`config.mk`:
```
export PLATFORM = sky130hd
export DESIGN_NAME = xor_frame_acc
export DESIGN_NICKNAME = d
export VERILOG_FILES = /design/src/rtl/xor_frame_acc.sv
export SDC_FILE = /design/constraint.sdc
export NUM_CORES = 1
export LEC_CHECK = 0
export ABC_AREA = 1
export CORE_AREA = 2 2 86 88
export CTS_BUF_LIST = sky130_fd_sc_hd__clkbuf_8
export CTS_CLUSTER_DIAMETER = 50
export DETAILED_ROUTE_END_ITERATION = 12
export DIE_AREA = 0 0 88 90
export SKIP_LAST_GASP = 1
export SYNTH_ARGS = -nofsm -noshare
export SYNTH_HDL_FRONTEND = slang
export SYNTH_SLANG_ARGS = --single-unit
export TNS_END_PERCENT = 10
```
`constraint.sdc`:
```
create_clock -name CLK -period 1.4 [get_ports CLK]
set_input_delay 0.21 -clock CLK [delete_from_list [all_inputs] [get_ports CLK]]
set_output_delay 0.21 -clock CLK [all_outputs]
set_load 0.005 [all_outputs]
```
`src/rtl/xor_frame_acc.sv`:
```
// Frame XOR accumulator: folds masked lane operands of each beat into a running
// XOR and presents one result per frame, with the beat count, over a ready/valid handshake.
module xor_frame_acc #(
  parameter int WIDTH = 8,
  parameter int LANES = 4,
  parameter int CNT_W = 8
) (
  input  logic                   CLK,
  input  logic                   ASYNCRESETN,
  input  logic [LANES*WIDTH-1:0] I,
  input  logic [LANES-1:0]       I_MASK,
  input  logic                   I_VALID,
  input  logic                   I_LAST,
  output logic                   I_READY,
  output logic [WIDTH-1:0]       O,
  output logic [CNT_W-1:0]       O_BEATS,
  output logic                   O_VALID,
  input  logic                   O_READY
);

  typedef enum logic [0:0] {
    ST_ACCUM = 1'b0,
    ST_HOLD  = 1'b1
  } state_t;

  state_t           state_r, state_s;
  logic [WIDTH-1:0] acc_r, acc_s;
  logic [CNT_W-1:0] cnt_r, cnt_s;
  logic             first_r, first_s;
  logic [WIDTH-1:0] o_r, o_s;
  logic [CNT_W-1:0] beats_r, beats_s;

  logic             in_fire_s;
  logic             out_fire_s;
  logic [WIDTH-1:0] beat_s;
  logic [WIDTH-1:0] sum_s;
  logic [CNT_W-1:0] cnt_inc_s;

  function automatic logic [WIDTH-1:0] lane_xor(
    input logic [LANES*WIDTH-1:0] d,
    input logic [LANES-1:0]       m
  );
    logic [WIDTH-1:0] r;
    r = {WIDTH{1'b0}};
    for (int k = 0; k < LANES; k++) begin
      if (m[k]) begin
        r = r ^ d[k*WIDTH +: WIDTH];
      end else begin
        r = r;
      end
    end
    return r;
  endfunction

  function automatic logic [CNT_W-1:0] sat_inc(input logic [CNT_W-1:0] c);
    if (c == {CNT_W{1'b1}}) begin
      return c;
    end else begin
      return c + CNT_W'(1);
    end
  endfunction

  assign O_VALID    = (state_r == ST_HOLD);
  assign O          = o_r;
  assign O_BEATS    = beats_r;
  assign I_READY    = !O_VALID || O_READY;
  assign in_fire_s  = I_VALID && I_READY;
  assign out_fire_s = O_VALID && O_READY;

  // Beat reduction and frame-relative running values; a frame's first beat ignores stale acc/cnt.
  always_comb begin
    beat_s = lane_xor(I, I_MASK);
    if (first_r) begin
      sum_s     = beat_s;
      cnt_inc_s = sat_inc({CNT_W{1'b0}});
    end else begin
      sum_s     = acc_r ^ beat_s;
      cnt_inc_s = sat_inc(cnt_r);
    end
  end

  // Next-state and datapath update; an accepted beat in HOLD only happens alongside out_fire.
  always_comb begin
    state_s = state_r;
    acc_s   = acc_r;
    cnt_s   = cnt_r;
    first_s = first_r;
    o_s     = o_r;
    beats_s = beats_r;
    case (state_r)
      ST_ACCUM, ST_HOLD: begin
        if (in_fire_s && I_LAST) begin
          o_s     = sum_s;
          beats_s = cnt_inc_s;
          acc_s   = {WIDTH{1'b0}};
          cnt_s   = {CNT_W{1'b0}};
          first_s = 1'b1;
          state_s = ST_HOLD;
        end else if (in_fire_s) begin
          acc_s   = sum_s;
          cnt_s   = cnt_inc_s;
          first_s = 1'b0;
          state_s = ST_ACCUM;
        end else if (out_fire_s) begin
          state_s = ST_ACCUM;
        end else begin
          state_s = state_r;
        end
      end
      default: begin
        state_s = ST_ACCUM;
        first_s = 1'b1;
      end
    endcase
  end

  // State and result registers; reset discards any partial frame.
  always_ff @(posedge CLK or negedge ASYNCRESETN) begin
    if (!ASYNCRESETN) begin
      state_r <= ST_ACCUM;
      acc_r   <= {WIDTH{1'b0}};
      cnt_r   <= {CNT_W{1'b0}};
      first_r <= 1'b1;
      o_r     <= {WIDTH{1'b0}};
      beats_r <= {CNT_W{1'b0}};
    end else begin
      state_r <= state_s;
      acc_r   <= acc_s;
      cnt_r   <= cnt_s;
      first_r <= first_s;
      o_r     <= o_s;
      beats_r <= beats_s;
    end
  end

endmodule

```
**Word level (Yosys, flattened, before mapping)**

Cells that the tools add are included.

- Register bits after elaboration: 34
- Input bits: 41
- Logic and storage cells: 35

- Add/subtract/negate cells: 1
- Eq/ne operators: 1
- Mux-type cells: 16
- Bitwise gates (word level): 4
- Reduce and logical (&&, ||, !) cells: 7

Operators with widths:

| cell | count |
|---|---|
| 8-bit 2-to-1 mux | 11 |
| 8-bit bitwise XOR | 4 |
| 8-bit by 1-bit adder with 8-bit output (second input constant) | 1 |
| 8-bit equality test (second input constant) | 1 |
| 1-bit 2-to-1 mux | 5 |
| 1-bit logical AND | 3 |
| 3-bit nonzero test | 1 |
| 2-bit nonzero test | 1 |
| 1-bit logical NOT | 1 |
| 1-bit logical OR | 1 |

**Depth between registers and ports, before layout**

Gate-level depths: netlist of the first run.

- Depth in word-level cells: 11
- Gate-level depth with buffers: 11
- Depth with buffers taken out: 10

**Worst setup path after synthesis of the first run**

No wires, ideal clock.

- Path kind: flip-flop to flip-flop
- Start point: register cnt_r[0]
- End point: register cnt_r[0]
- Library setup time: 121 ps
- Data arrival time: 1161 ps
- Required time: 1279 ps
- Slack: 119 ps
- Stages on the path, launching flop included: 11
- Buffers on the path: 0
- Clock period less this slack: 1281 ps
- Cells stage by stage: dfrtp_1 -> ha_1 -> nand2_1 -> inv_2 -> nand2_4 -> nor2_8 -> nand2_4 -> nand2_1 -> nand3_1 -> nand2_1 -> o21ai_1

- Word-level cells in the longest chain between the ends: 5
- Elaborated cells between the ends (all ways): 6
- Classes of those cells: 1 x add/sub; 1 x eq/ne; 4 x mux

Ends and longest elaborated chain:

| what | line | source |
|---|---|---|
| from (decl) | 28 | `logic [CNT_W-1:0] cnt_r, cnt_s;` |
| from (signal assigned) | 122 | `cnt_r <= {CNT_W{1'b0}};` |
| from (signal assigned) | 129 | `cnt_r <= cnt_s;` |
| 8-bit by 1-bit adder with 8-bit output or 8-bit equality test (tied branches) | 59, 56 |  |
| 8-bit 2-to-1 mux * | 56 | `if (c == {CNT_W{1'b1}}) begin` |
| 8-bit 2-to-1 mux * | 73 | `if (first_r) begin` |
| 8-bit 2-to-1 mux * | 99 | `end else if (in_fire_s) begin` |
| 8-bit 2-to-1 mux * | 92 | `if (in_fire_s && I_LAST) begin` |

Every way passes the cells marked *; elsewhere a longest branch is shown, timed or not. The select of a mux whose other input is x is not followed.
A chain may end at the register's enable or synchronous reset.

**Final worst setup path of the first run**

- Start point: register cnt_r[1]
- End point: register beats_r[2], in the netlist O_BEATS[2]

- Word-level cells in the longest chain between the ends: 3
- Elaborated cells between the ends (all ways): 4
- Classes of those cells: 1 x add/sub; 1 x eq/ne; 2 x mux

Ends and longest elaborated chain:

| what | line | source |
|---|---|---|
| 8-bit by 1-bit adder with 8-bit output or 8-bit equality test (tied branches) | 59, 56 |  |
| 8-bit 2-to-1 mux * | 56 |  |
| 8-bit 2-to-1 mux * | 73 |  |
| to (signal assigned) | 125 | `beats_r <= {CNT_W{1'b0}};` |
| to (signal assigned) | 132 | `beats_r <= beats_s;` |
| to (decl) | 31 | `logic [CNT_W-1:0] beats_r, beats_s;` |

Every way passes the cells marked *; elsewhere a longest branch is shown, timed or not.

==> results of run 1 <==
## kinds of logic after synthesis
| kind of cell | count (synthesis) | share of synthesized area, % |
|---|---|---|
| simple gates | 273 | 48.79 |
| buf+inv | 49 | 10.39 |
| flops | 34 | 35.19 |
| compound gates | 9 | 2.222 |
| xor+xnor | 8 | 2.894 |
| fa+ha+maj | 1 | 0.5167 |
## worst min path at each step
stage / end / depth (start not counted)
detailed placement: O_BEATS[5]$_DFFE_PN0P_ / 1
finish: O[4]$_DFFE_PN0P_ / 2
global route: O[4]$_DFFE_PN0P_ / 2
floorplan: O[0]$_DFFE_PN0P_ / 0
global placement: O_BEATS[5]$_DFFE_PN0P_ / 1
CTS: O[4]$_DFFE_PN0P_ / 2
## critical path, stage by stage, from the launching register on
cell and delay [ps]:
dfrtp_1 360, ha_2 190, nand2_2 60, inv_2 90, nand2_4 70, nor2_8 140, nand2_4 90, buf_4 140
nand2_1 70, nand3_1 70, nand2_1 60
## report_power, final
part | leakage [uW] | switching (uW) | internal [uW] | total, uW
Clock | 0.0000524 | 343 | 389 | 732
Sequential | 0.000444 | 66.6 | 1100 | 1170
Combinational | 0.00138 | 425 | 436 | 862
## cell usage after synthesis, drive strengths merged
cell type,n
a21oi,1
buf,11
dfrtp,33
dfstp,1
dlymetal6s2s,1
ha,1
inv,37
nand2,215
nand3,48
nand3b,2
nand4,2
nor2,6
o21ai,7
o22ai,1
xnor2,8
## registers in the layout, indices dropped and copies added (netlist names)
register and count:
O 8, O_BEATS 8, O_VALID 1, first_r 1, acc_r 8, cnt_r 8
## metal layers
| layer | part of all wire [%] | vias to the layer above | wire length (um) | global-route usage [%] |
|---|---|---|---|---|
| met5 | 0 | - | 0 | 0 |
| met4 | 0.86 | 0 | 51 | 3.846 |
| met3 | 3.6 | 7 | 216 | 2.663 |
| met2 | 49 | 43 | 2927 | 27.21 |
| met1 | 46 | 1140 | 2755 | 20.23 |
| li1 | - | 1293 | - | - |
## timing repair
item                                    CTS  global route
setup buffers                             0             3
endpoints found under the hold margin    19             0
gates resized for setup                   1             4
endpoints found under the setup margin    1            34
hold buffers                              1             0
pin swaps                                 0             3
## final cells by class
class	instances	area, um2	area share, %
Sequential cell	34	852.1	25.74
Inverter	37	138.9	4.195
Tap cell	99	123.9	3.741
Clock inverter	2	8.758	0.2645
Timing Repair Buffer	76	774.5	23.39
Clock buffer	6	82.58	2.494
Multi-Input combinational cell	291	1330	40.17
## through the flow
step / instances / area [um2]
2_1_floorplan: 374 / 2421
3_3_place_gp: 533 / 3176
3_5_place_dp: 533 / 3176
4_1_cts: 542 / 3276
5_1_grt: 545 / 3311
6_report: 545 / 3311
==> impl_metrics.csv, run 1 <==
group,metric,value,unit
yosys,syn_nets,416,
sta,rsz0062_at_grt,"yes",
cells_and_area,nets,487,
cells_and_area,antennaDiodeCount,0,
setup_path,crit_end,"O_BEATS[2]$_DFFE_PN0P_",
yosys,ys_types,27,
yosys,syn_avg_cell_area,6.473,um2
grt,grt_start_max_net_pins,23,
drt,detailedRoute.firstIterationViolations,108,
setup_path,r2r_cells,10,
pwr,power_density,833.6,nW/um2
setup_path,crit_path_end_kind,"register",
sta,tightest_slew,500.2,ps
yosys,post-synth-top-area-fraction,34.11,%
pwr,peakVddDrop,0.0004529,V
setup_path,r2r_start,"cnt_r[1]$_DFFE_PN0P_",
yosys,synthTopCellsByArea,"dfrtp_1 34%, nand2_1 32%, nand3_1 9.7%",
grt,grt_pass1_wl,10130,um
drt,drc,0,
clock_tree,tritoncts,"built",
drt,ant_nets,0,
setup_path,r2r-end,"O_BEATS[2]$_DFFE_PN0P_",
placed_design,place_congestion,0.8402,
setup_path,cp.arrival,1630,ps
floorplanning,initial_utilization,34.49,%
yosys,synth_largest_area_cell,"dfrtp_1",
grt,grtUsageTotal,15.78,%
setup_path,critPathRequiredTime,1630,ps
setup_path,criticalPathCategory,"reg2reg",
setup_path,crit_start,"cnt_r[1]$_DFFE_PN0P_",
job,max_cap_viol_count,0,
run_status,violations,"setup timing",
sta,relSlewSlack,66.62,%
min_path,worstHoldPathType,"in2async",
yosys,syn_inst,374,
yosys,synth-seq-area-share,35.19,%
pwr,fin_total_pwr,2760,uW
sta,whs,416.7,ps
cells_and_area,layout-drive-gt1-share,11.43,%
clock_tree,cts_max_level,2,
clock_tree,clock_latency,290,ps
cells_and_area,final_common_cell,"nand2_1",
floorplanning,die-area,7920,um2
yosys,yosysWarnings,0,
clock_tree,cts_sinks,34,
drt,wl_per_cell,10.92,um
setup_path,critPathMaxFanout,7,
sta,setup_violations,2,
sta,finalCritPeriodShare,100.4,%
floorplanning,fp.dieW,88,um
cells_and_area,layout_common_cells,"203 x nand2_1, 56 x clkdlybuf4s50_1, 46 x nand3_1",
grt,antenna_found_initial,0,
run_status,status,"complete, but fails checks",
pwr,p_leak,0.001881,uW
sta,fin_skew,6.967,ps
cells_and_area,fillers,723,
yosys,synth_seq_cells,34,
cells_and_area,synthToLayoutAreaGrowth,36.74,%
sta,timing.setup.tns,-11.32,ps
yosys,synth.cell_area,2421,um2
setup_path,start_kind,"register",
drt,vias,2483,
sta,hold_viol,0,
clock_tree,clockBufferDepth,2,
grt,grt_overflow,0,
sta,fmax,0.7112,GHz
placed_design,pre_cts_ws,-192.6,ps
setup_path,ff2ff_setup_slack,-6,ps
grt,grt_pass1_vias,2305,
placed_design,dp_hpwl,4587,um
floorplanning,die_h,90,um
floorplanning,num_io_pins,59,
drt,firstDrtPassIters,4,
floorplanning,coreArea,7020,um2
clock_tree,cts_root_buf,"clkbuf_8",
placed_design,port_buffers,58,
sta,slew_viol_final,0,
clock_tree,path_clk_slew,70,ps
clock_tree,cts_buffers,5,
sta,period_needed,1406,ps
sta,fin_ws,-6.086,ps
drt,routed_wirelength,5951,um
cells_and_area,fin_util,47.16,%
floorplanning,rows,31,
drt,viasPerCell,4.556,
No activity file was read; power rests on OpenSTA's default activity.
==> run 2, diff against run 1 <==
--- a/config.mk
+++ b/config.mk
@@ -14,2 +14,3 @@
 export SKIP_LAST_GASP = 1
+export SLEW_MARGIN = 10
 export SYNTH_ARGS = -nofsm -noshare
==> constraint.sdc (replaced) <==
create_clock -name CLK -period 1.4 [get_ports CLK]
set_input_delay 0.28 -clock CLK [delete_from_list [all_inputs] [get_ports CLK]]
set_output_delay 0.28 -clock CLK [all_outputs]
set_load 0.005 [all_outputs]
==> impl_metrics.csv, run 2 (synthesized netlist as in run 1, its figures left out) <==
group,metric,value,unit
setup_path,criticalPathCategory,"reg2out",
placed_design,port_buffers,58,
floorplanning,rows,31,
drt,wl_per_cell,10.87,um
drt,drc,0,
grt,antenna_found_initial,0,
sta,period_needed,1458,ps
pwr,seq_power_share,42.3,%
floorplanning,fp.dieW,88,um
sta,setup_violations,16,
sta,relSlewSlack,71.45,%
setup_path,r2r-end,"cnt_r[0]$_DFFE_PN0P_",
drt,vias,2514,
clock_tree,cts_buffers,5,
sta,timing.setup.tns,-336.6,ps
sta,whs,455.5,ps
cells_and_area,layout-drive-gt1-share,13.79,%
cells_and_area,nets,498,
clock_tree,clockBufferDepth,2,
floorplanning,initial_utilization,34.49,%
placed_design,dp_hpwl,4531,um
pwr,peakVddDrop,0.0004847,V
floorplanning,num_io_pins,59,
sta,fin_skew,10.61,ps
clock_tree,cts_sinks,34,
setup_path,crit_path_end_kind,"output port",
sta,fmax,0.6860,GHz
run_status,status,"complete, but fails checks",
setup_path,worst-path-buf-inv,1,
setup_path,start_kind,"register",
drt,routed_wirelength,6044,um
sta,rsz0062_at_grt,"yes",
cells_and_area,synthToLayoutAreaGrowth,40.36,%
cells_and_area,fillers,721,
setup_path,ff2ff_setup_slack,20,ps
sta,slew_viol_final,0,
floorplanning,die_h,90,um
setup_path,critPathRequiredTime,1120,ps
grt,grt_pass1_wl,10230,um
clock_tree,cts_root_buf,"clkbuf_8",
cells_and_area,antennaDiodeCount,0,
setup_path,cp.arrival,1180,ps
clock_tree,cts_max_level,2,
pwr,p_leak,0.001974,uW
placed_design,place_area,3216,um2
pwr,p_switching,849.5,uW
setup_path,r2r_cells,10,
grt,grt_overflow,0,
floorplanning,coreArea,7020,um2
cells_and_area,final_area,3398,um2
pwr,power_density,807.7,nW/um2
setup_path,cp.depth,1,
grt,grtUsageTotal,15.77,%
run_status,violations,"setup timing",
drt,ant_nets,0,
setup_path,slowest_delay,520,ps
sta,hold_viol,0,
sta,tightest_slew,428.3,ps
cells_and_area,final_common_cell,"nand2_1",
setup_path,path_delay_family,"buffers and inverters",
drt,viasPerCell,4.522,
cells_and_area,fin_util,48.40,%
floorplanning,die-area,7920,um2
clock_tree,clock_latency,290,ps
setup_path,critPathMaxFanout,2,
clock_tree,tritoncts,"built",
setup_path,r2r_start,"cnt_r[1]$_DFFE_PN0P_",
cells_and_area,instances_no_fill,556,
placed_design,place_congestion,0.8531,
drt,detailedRoute.firstIterationViolations,90,
pwr,pwr-share-comb,32.5,%
setup_path,path_cells,"clkdlybuf4s50_1",
pwr,power_frac_clock,25.1,%
min_path,worstHoldPathType,"in2async",
job,max_cap_viol_count,0,
placed_design,place_inst,540,
pwr,p_sw_share,30.95,%
clock_tree,path_clk_slew,70,ps
drt,firstDrtPassIters,4,
setup_path,crit_slowest_cell,"clkdlybuf4s50_1",
pwr,intPower,1895,uW
grt,grt_start_max_net_pins,20,
cells_and_area,layout_common_cells,"203 x nand2_1, 51 x clkdlybuf4s50_1, 46 x nand3_1",
grt,grt_pass1_vias,2410,
sta,fin_ws,-57.78,ps
sta,finalCritPeriodShare,104.1,%
## run 2: cell types whose count changed in the layout (fill, tap and decap cells not counted), sizes merged
| cell | before | now |
|---|---|---|
| buf | 18 | 28 |
| dlygate4sd2 | 1 | 2 |
| clkdlybuf4s50 | 56 | 51 |
| dlymetal6s2s | 0 | 4 |
| clkinv | 1 | 2 |
## run 2: final cells by class
class	instances	area, um2	share of cell area, %
Multi-Input combinational cell	291	1330	39.14
Timing Repair Buffer	87	870.8	25.63
Clock inverter	3	13.76	0.4050
Tap cell	99	123.9	3.645
Sequential cell	34	852.1	25.07
Clock buffer	5	68.82	2.025
Inverter	37	138.9	4.087
## run 2: stage by stage
stage                     worst slack, ps  power, uW
final                              -57.78       2745
after detailed placement           -270.9       2061
after global routing               -90.19       2942
after CTS                          -61.44       2756
after floorplan                     118.8       1627
after global placement             -247.5       2047
## run 2: what timing repair did
action,in CTS,in global routing
setup buffers,1,5
gates cloned,0,1
gates resized for setup,2,9
hold endpoints to repair,16,0
setup endpoints to repair,20,45
hold buffers,1,0
pin swaps,0,1
## run 2: metal layers
| metal | GRT usage, % | part of all wire (%) |
|---|---|---|
| met3 | 2.388 | 3.3 |
| met5 | 0 | 0 |
| met2 | 27.65 | 49 |
| met1 | 20.26 | 47 |
| met4 | 3.205 | 0.79 |
## run 2: power groups by stage
stage / logic (uW) / clock network [uW] / registers, uW
2_1_floorplan: 445 / 0 / 1180
3_3_place_gp: 866 / 0 / 1180
3_5_place_dp: 881 / 0 / 1180
4_1_cts: 891 / 704 / 1160
5_1_grt: 1010 / 749 / 1180
6_report: 893 / 690 / 1160
## run 2: worst register-to-register path: stages (launching register included)
cell and delay (ps):
dfrtp_1 350, ha_2 190, nand2_2 60, inv_2 90, nand2_4 80, nor2_8 120
nand2_4 100, nand2_2 80, nand3_2 70, nand2_1 60, o21ai_1 60
## run 2: worst max path at each step
stage                                 endpoint  slack, ps                  from
after floorplan           cnt_r[0]$_DFFE_PN0P_        120  cnt_r[0]$_DFFE_PN0P_
after global placement    cnt_r[3]$_DFFE_PN0P_       -250               O_READY
after detailed placement  acc_r[0]$_DFFE_PN0P_       -270             I_MASK[2]
after CTS                                 O[2]        -60      O[2]$_DFFE_PN0P_
after global routing      cnt_r[0]$_DFFE_PN0P_        -90  cnt_r[1]$_DFFE_PN0P_
final                                     O[7]        -60      O[7]$_DFFE_PN0P_
